**src/rtl/ahb_apb_bridge.sv**
```systemverilog
// AHB-Lite slave that turns each AHB single transfer into one APB3 SETUP/ACCESS pair.
// Optional feature macro APB_TIMEOUT_EN: abort an ACCESS phase stalled for TIMEOUT_CYCLES with an AHB ERROR.
module ahb_apb_bridge #(
    parameter int ADDR_WIDTH     = 32,
    parameter int DATA_WIDTH     = 32,
    parameter int PADDR_WIDTH    = 16,
    parameter int TIMEOUT_CYCLES = 16
) (
    input  logic                   HCLK,
    input  logic                   HRESET,
    input  logic                   HSEL,
    input  logic [ADDR_WIDTH-1:0]  HADDR,
    input  logic                   HWRITE,
    input  logic [2:0]             HSIZE,
    input  logic [2:0]             HBURST,
    input  logic [3:0]             HPROT,
    input  logic [1:0]             HTRANS,
    input  logic                   HLOCK,
    input  logic                   HREADY,
    input  logic [DATA_WIDTH-1:0]  HWDATA,
    output logic                   HREADYOUT,
    output logic                   HRESP,
    output logic [DATA_WIDTH-1:0]  HRDATA,
    output logic                   PSEL,
    output logic                   PENABLE,
    output logic [PADDR_WIDTH-1:0] PADDR,
    output logic                   PWRITE,
    output logic [DATA_WIDTH-1:0]  PWDATA,
    input  logic [DATA_WIDTH-1:0]  PRDATA,
    input  logic                   PREADY,
    input  logic                   PSLVERR
);

    typedef enum logic [2:0] {
        ST_IDLE   = 3'd0,
        ST_SETUP  = 3'd1,
        ST_ACCESS = 3'd2,
        ST_DONE   = 3'd3,
        ST_ERR1   = 3'd4,
        ST_ERR2   = 3'd5
    } state_t;

    state_t                 state_reg;
    state_t                 state_next;
    logic [PADDR_WIDTH-1:0] paddr_reg;
    logic                   pwrite_reg;
    logic [DATA_WIDTH-1:0]  pwdata_reg;
    logic [DATA_WIDTH-1:0]  hrdata_reg;
    logic                   xfer_valid;
    logic                   addr_accept;
    logic                   tmo_hit;
    logic                   unused_inputs;

    // Sideband attributes carry no meaning for a word-only, single-beat APB target.
    assign unused_inputs = ^{HSIZE, HBURST, HPROT, HLOCK, HTRANS[0],
                             HADDR[ADDR_WIDTH-1:PADDR_WIDTH]};

    assign xfer_valid  = HSEL & HREADY & HTRANS[1];
    // A new address is only taken in the states that drive HREADYOUT high.
    assign addr_accept = xfer_valid &&
                         ((state_reg == ST_IDLE) || (state_reg == ST_DONE) ||
                          (state_reg == ST_ERR2));

`ifdef APB_TIMEOUT_EN
    localparam int CNT_W_RAW = $clog2(TIMEOUT_CYCLES + 1);
    localparam int CNT_WIDTH = (CNT_W_RAW > 8) ? CNT_W_RAW : 8;

    logic [CNT_WIDTH-1:0] tmo_cnt_reg;

    always_ff @(posedge HCLK or posedge HRESET) begin
        if (HRESET) begin
            tmo_cnt_reg <= '0;
        end else if (state_reg != ST_ACCESS) begin
            tmo_cnt_reg <= '0;
        end else if (!PREADY) begin
            tmo_cnt_reg <= tmo_cnt_reg + CNT_WIDTH'(1);
        end
    end

    // This stalled cycle is the one that brings the count up to TIMEOUT_CYCLES.
    assign tmo_hit = (tmo_cnt_reg == CNT_WIDTH'(TIMEOUT_CYCLES - 1));
`else
    assign tmo_hit = 1'b0;
`endif

    always_ff @(posedge HCLK or posedge HRESET) begin
        if (HRESET) begin
            state_reg <= ST_IDLE;
        end else begin
            state_reg <= state_next;
        end
    end

    always_comb begin
        state_next = state_reg;
        case (state_reg)
            ST_IDLE: begin
                if (xfer_valid) begin
                    state_next = ST_SETUP;
                end
            end
            ST_SETUP: begin
                state_next = ST_ACCESS;
            end
            ST_ACCESS: begin
                // A PREADY in the timeout cycle still completes normally.
                if (PREADY) begin
                    state_next = PSLVERR ? ST_ERR1 : ST_DONE;
                end else if (tmo_hit) begin
                    state_next = ST_ERR1;
                end
            end
            ST_DONE, ST_ERR2: begin
                state_next = xfer_valid ? ST_SETUP : ST_IDLE;
            end
            ST_ERR1: begin
                state_next = ST_ERR2;
            end
            default: begin
                state_next = ST_IDLE;
            end
        endcase
    end

    always_ff @(posedge HCLK or posedge HRESET) begin
        if (HRESET) begin
            paddr_reg  <= '0;
            pwrite_reg <= 1'b0;
            pwdata_reg <= '0;
            hrdata_reg <= '0;
        end else begin
            if (addr_accept) begin
                paddr_reg  <= HADDR[PADDR_WIDTH-1:0];
                pwrite_reg <= HWRITE;
            end
            if (state_reg == ST_SETUP) begin
                pwdata_reg <= HWDATA;
            end
            if ((state_reg == ST_ACCESS) && PREADY && !PSLVERR && !pwrite_reg) begin
                hrdata_reg <= PRDATA;
            end
        end
    end

    always_comb begin
        HREADYOUT = 1'b1;
        HRESP     = 1'b0;
        PSEL      = 1'b0;
        PENABLE   = 1'b0;
        PWDATA    = pwdata_reg;
        case (state_reg)
            ST_SETUP: begin
                HREADYOUT = 1'b0;
                PSEL      = 1'b1;
                // HWDATA is only valid now, so it is passed straight through.
                PWDATA    = HWDATA;
            end
            ST_ACCESS: begin
                HREADYOUT = 1'b0;
                PSEL      = 1'b1;
                PENABLE   = 1'b1;
            end
            ST_ERR1: begin
                HREADYOUT = 1'b0;
                HRESP     = 1'b1;
            end
            ST_ERR2: begin
                HRESP     = 1'b1;
            end
            default: begin
                HREADYOUT = 1'b1;
            end
        endcase
    end

    assign PADDR  = paddr_reg;
    assign PWRITE = pwrite_reg;
    assign HRDATA = hrdata_reg;

endmodule

```
**config.mk**
```make
export PLATFORM = sky130hd
export DESIGN_NAME = ahb_apb_bridge
export DESIGN_NICKNAME = d
export VERILOG_FILES = /design/src/rtl/ahb_apb_bridge.sv
export SDC_FILE = /design/constraint.sdc
export NUM_CORES = 1
export LEC_CHECK = 0
export CAP_MARGIN = 30
export CORE_MARGIN = 8
export CORE_UTILIZATION = 35
export CTS_BUF_LIST = sky130_fd_sc_hd__clkbuf_8
export DETAILED_ROUTE_END_ITERATION = 8
export HOLD_SLACK_MARGIN = 0.02
export PLACE_DENSITY = 0.83
export SYNTH_ARGS = -nofsm -noshare
export SYNTH_HDL_FRONTEND = slang
export SYNTH_SLANG_ARGS = --single-unit
export TNS_END_PERCENT = 1
```
**constraint.sdc**
```tcl
create_clock -name HCLK -period 2.4 [get_ports HCLK]
set_input_delay 0.24 -clock HCLK [delete_from_list [all_inputs] [get_ports HCLK]]
set_output_delay 0.24 -clock HCLK [all_outputs]
set_load 0.01 [all_outputs]
```
==> impl_metrics.py <==
metrics = {
    "logic_synthesis": {
        "synth-seq-cells": 84,
        "synthSimpleGateAreaFrac_pct": 2.61,
        "yosys.area_share.adder_pct": 0,
        "synth-xor-area-share_pct": 0.492,
        "synth_top_cell_by_area": "dfrtp_1",
        "synth_compound_area_share_pct": 1.97,
        "syn_nets": 318,
        "synth_top_area_share_pct": 63.6,
        "synth_cells": 202,
        "yosysMostFrequentCell": "dfrtp_1",
        "ys_types": 22,
        "ys_seq_area_share_pct": 63.6,
        "synth.area.mux_share_pct": 28.7,
        "synth_top_family_by_area": "multiplexers",
        "synthArstFlopShare_pct": 100,
        "synth-edff-count": 0,
        "ys.flop_type": "dfrtp_1",
        "synth.area.top_cells": "dfrtp_1, mux2_2, mux2_4, nor2b_1, buf_2",
        "syn_avg_cell_area_um2": 16.4,
        "yosys_warnings": 0,
        "syn-cell-area_um2": 3300,
        "yosys-top-cells-count": "dfrtp_1, mux2_2, mux2_4, buf_2",
    },
    "setup_path": {
        "cp_num_buf_inv": 2,
        "slowest_delay_ns": 0.50,
        "crit_path_start_kind": "flop",
        "critPathKind": "flop to primary output",
        "cp_slowest_cell": "clkdlybuf4s50_1",
        "startpoint": "state_reg[1]",
        "r2r-start": "state_reg[1]",
        "crit_arrival_ns": 2.05,
        "path_delay_family": "buffers and inverters",
        "path_max_fanout": 3,
        "crit_path_end_kind": "primary output",
        "cp_cell_sequence": "nor2_2, and2_4, buf_4, mux2_2, clkdlybuf4s50_1",
        "required_ns": 2.16,
    },
    "timing": {
        "slew_headroom_pct": 62.7,
        "worst_slew_pin_slew_ns": 0.560,
        "rsz0062_at_grt": "no",
        "final-setup-viol-count": 0,
        "setup_tns_ns": 0,
        "report.final.slew_viol_count": 0,
        "max_freq_ghz": 0.437,
        "clock_skew_ns": 0.0102,
        "holdWs_ns": 0.389,
        "hold_viol": 0,
        "finalWorstPathRequiredPeriod_ns": 2.29,
        "finalCritPeriodShare_pct": 95.3,
    },
    "grt": {
        "grt_antenna_before_repair": 0,
        "grt_pass1_vias": 2738,
        "grt-ovfl-total": 0,
        "grt_pass1_wl_mm": 14.6,
        "grt.total_usage_pct": 14.7,
        "grt_max_degree": 44,
    },
    "floorplanning": {
        "num_rows": 35,
        "dieHeight_um": 113,
        "fp.dieArea_um2": 12800,
        "core_um2": 9200,
        "pin_count": 201,
        "die_x_um": 113,
        "start_util_pct": 35.9,
    },
    "detailed_routing": {
        "drtPass1Iterations": 4,
        "drc": 0,
        "routedWlPerCell_um": 18.7,
        "vias": 2337,
        "routed_via_density": 4.67,
        "drt-initial-drc-count": 37,
        "ant_nets": 0,
        "finalWirelength_mm": 9.34,
    },
    "place": {
        "place_hpwl_mm": 7.03,
        "portBuffers": 172,
        "dpl-instance-area_um2": 5170,
        "gp_congestion": 0.732,
    },
    "final_layout": {
        "fin_area_um2": 5410,
        "syn2layout_area_growth_pct": 63.6,
        "insertedDiodeCount": 0,
        "layout-drive-gt1-share_pct": 28.8,
        "fin_nets": 500,
    },
    "power": {
        "ir_drop_v": 0.000629,
        "p_per_area_nw_per_um2": 1270,
        "p_leak_uw": 0.00243,
    },
    "clocking": {
        "cts_root_buf": "clkbuf_8",
        "cts_num_sinks": 84,
        "worst_skew_pair.late_latency_ns": 0.34,
        "cts_tree": "done",
        "htree_num_levels": 3,
        "cts_buffers": 9,
        "ctsLongestPathBuffers": 2,
        "cts.reportedPaths.clkPinSlew_ns": 0.09,
    },
    "run": {
        "cap_violations": 0,
    },
    "run_status": {
        "outcome": "finished, final reports clean",
    },
    "min_path": {
        "min_path_type": "input port to asynchronous set/reset pin",
    },
}
[stage by stage]
| stage | utilization, % | total power, µW | setup WS [ns] | cells |
|---|---|---|---|---|
| global route | 58.8 | 7300 | 0.00728 | 500 |
| floorplan | - | 4040 | 0.658 | 202 |
| CTS | 58.4 | 7050 | 0.0152 | 500 |
| global placement | 56.2 | 6010 | 0.325 | 483 |
| finish | 58.8 | 6870 | 0.112 | 500 |
| detailed placement | 56.2 | 6130 | 0.292 | 483 |
[routing by layer]
layer | GRT usage (%) | part of all wire, % | vias up
met1 | 15.0 | 37 | 1152
met3 | 7.61 | 11 | 14
met4 | 6.48 | 1.8 | 0
met2 | 24.6 | 50 | 107
met5 | 0 | 0 | -
li1 | - | - | 1064
[worst reg2reg max path: cells and delay by family (launching register included)]
family | cells | cell delay (ns)
mux | 1 | 0.38
compound gates | 2 | 0.40
flops | 1 | 0.40
buf+inv | 2 | 0.47
[cell type report]
cell class	instances	area, µm²
Timing Repair Buffer	182	1860
Tap cell	111	139
Inverter	1	7.51
Multi-Input combinational cell	106	1120
Fill cell	754	3790
Clock buffer	10	138
Sequential cell	84	2100
Clock inverter	6	41.3
[where the power goes]
group          switching, µW  internal, µW  total (µW)
Clock                    507           402         909
Sequential               293          2120        2410
Combinational           1390          2170        3560
[placed cells by master, fill, tap and decap left out, types with 2 or more instances in the layout]
cell type | synthesis | final
buf_4 | 2 | 8
clkinv_4 | 0 | 2
clkdlybuf4s50_1 | 0 | 142
nor2b_1 | 6 | 6
dlymetal6s2s_1 | 0 | 16
nand3_1 | 2 | 2
dlygate4sd2_1 | 0 | 14
dfrtp_1 | 84 | 84
nor2_1 | 6 | 5
clkinvlp_4 | 0 | 3
mux2_4 | 10 | 10
clkbuf_8 | 0 | 10
mux2_2 | 71 | 71
[path summary, 6_finish.rpt]
| path | end | depth (start not counted) | slack (ns) |
|---|---|---|---|
| max reg2reg | PADDR[12] | 5 | 0.63 |
| max in group asynchronous | state_reg[0] | 3 | 1.59 |
| min | HRDATA[14] | 3 | 0.39 |
| min in group HCLK | pwdata_reg[16] | 1 | 0.50 |
| max | PWDATA[29] | 5 | 0.11 |
| min reg2reg | pwdata_reg[16] | 1 | 0.50 |
[cell families (layout without fill, tap and decap cells)]
kind of cell	after synthesis	after routing
buffers and inverters	12	199
xor gates and xnor gates	1	1
muxes	81	81
DFF	84	84
and+or+nand+nor	17	17
AOI/OAI and AO/OA	7	7
[what timing repair did]
item | in CTS | in global routing
gates resized for setup | 17 | 16
endpoints found under the setup margin | 30 | 16
gates cloned | 1 | 0
hold buffers | 0 | 0
buffers inserted | 0 | 0
endpoints found under the hold margin | 0 | 0
(Power assumes the default switching activity.)
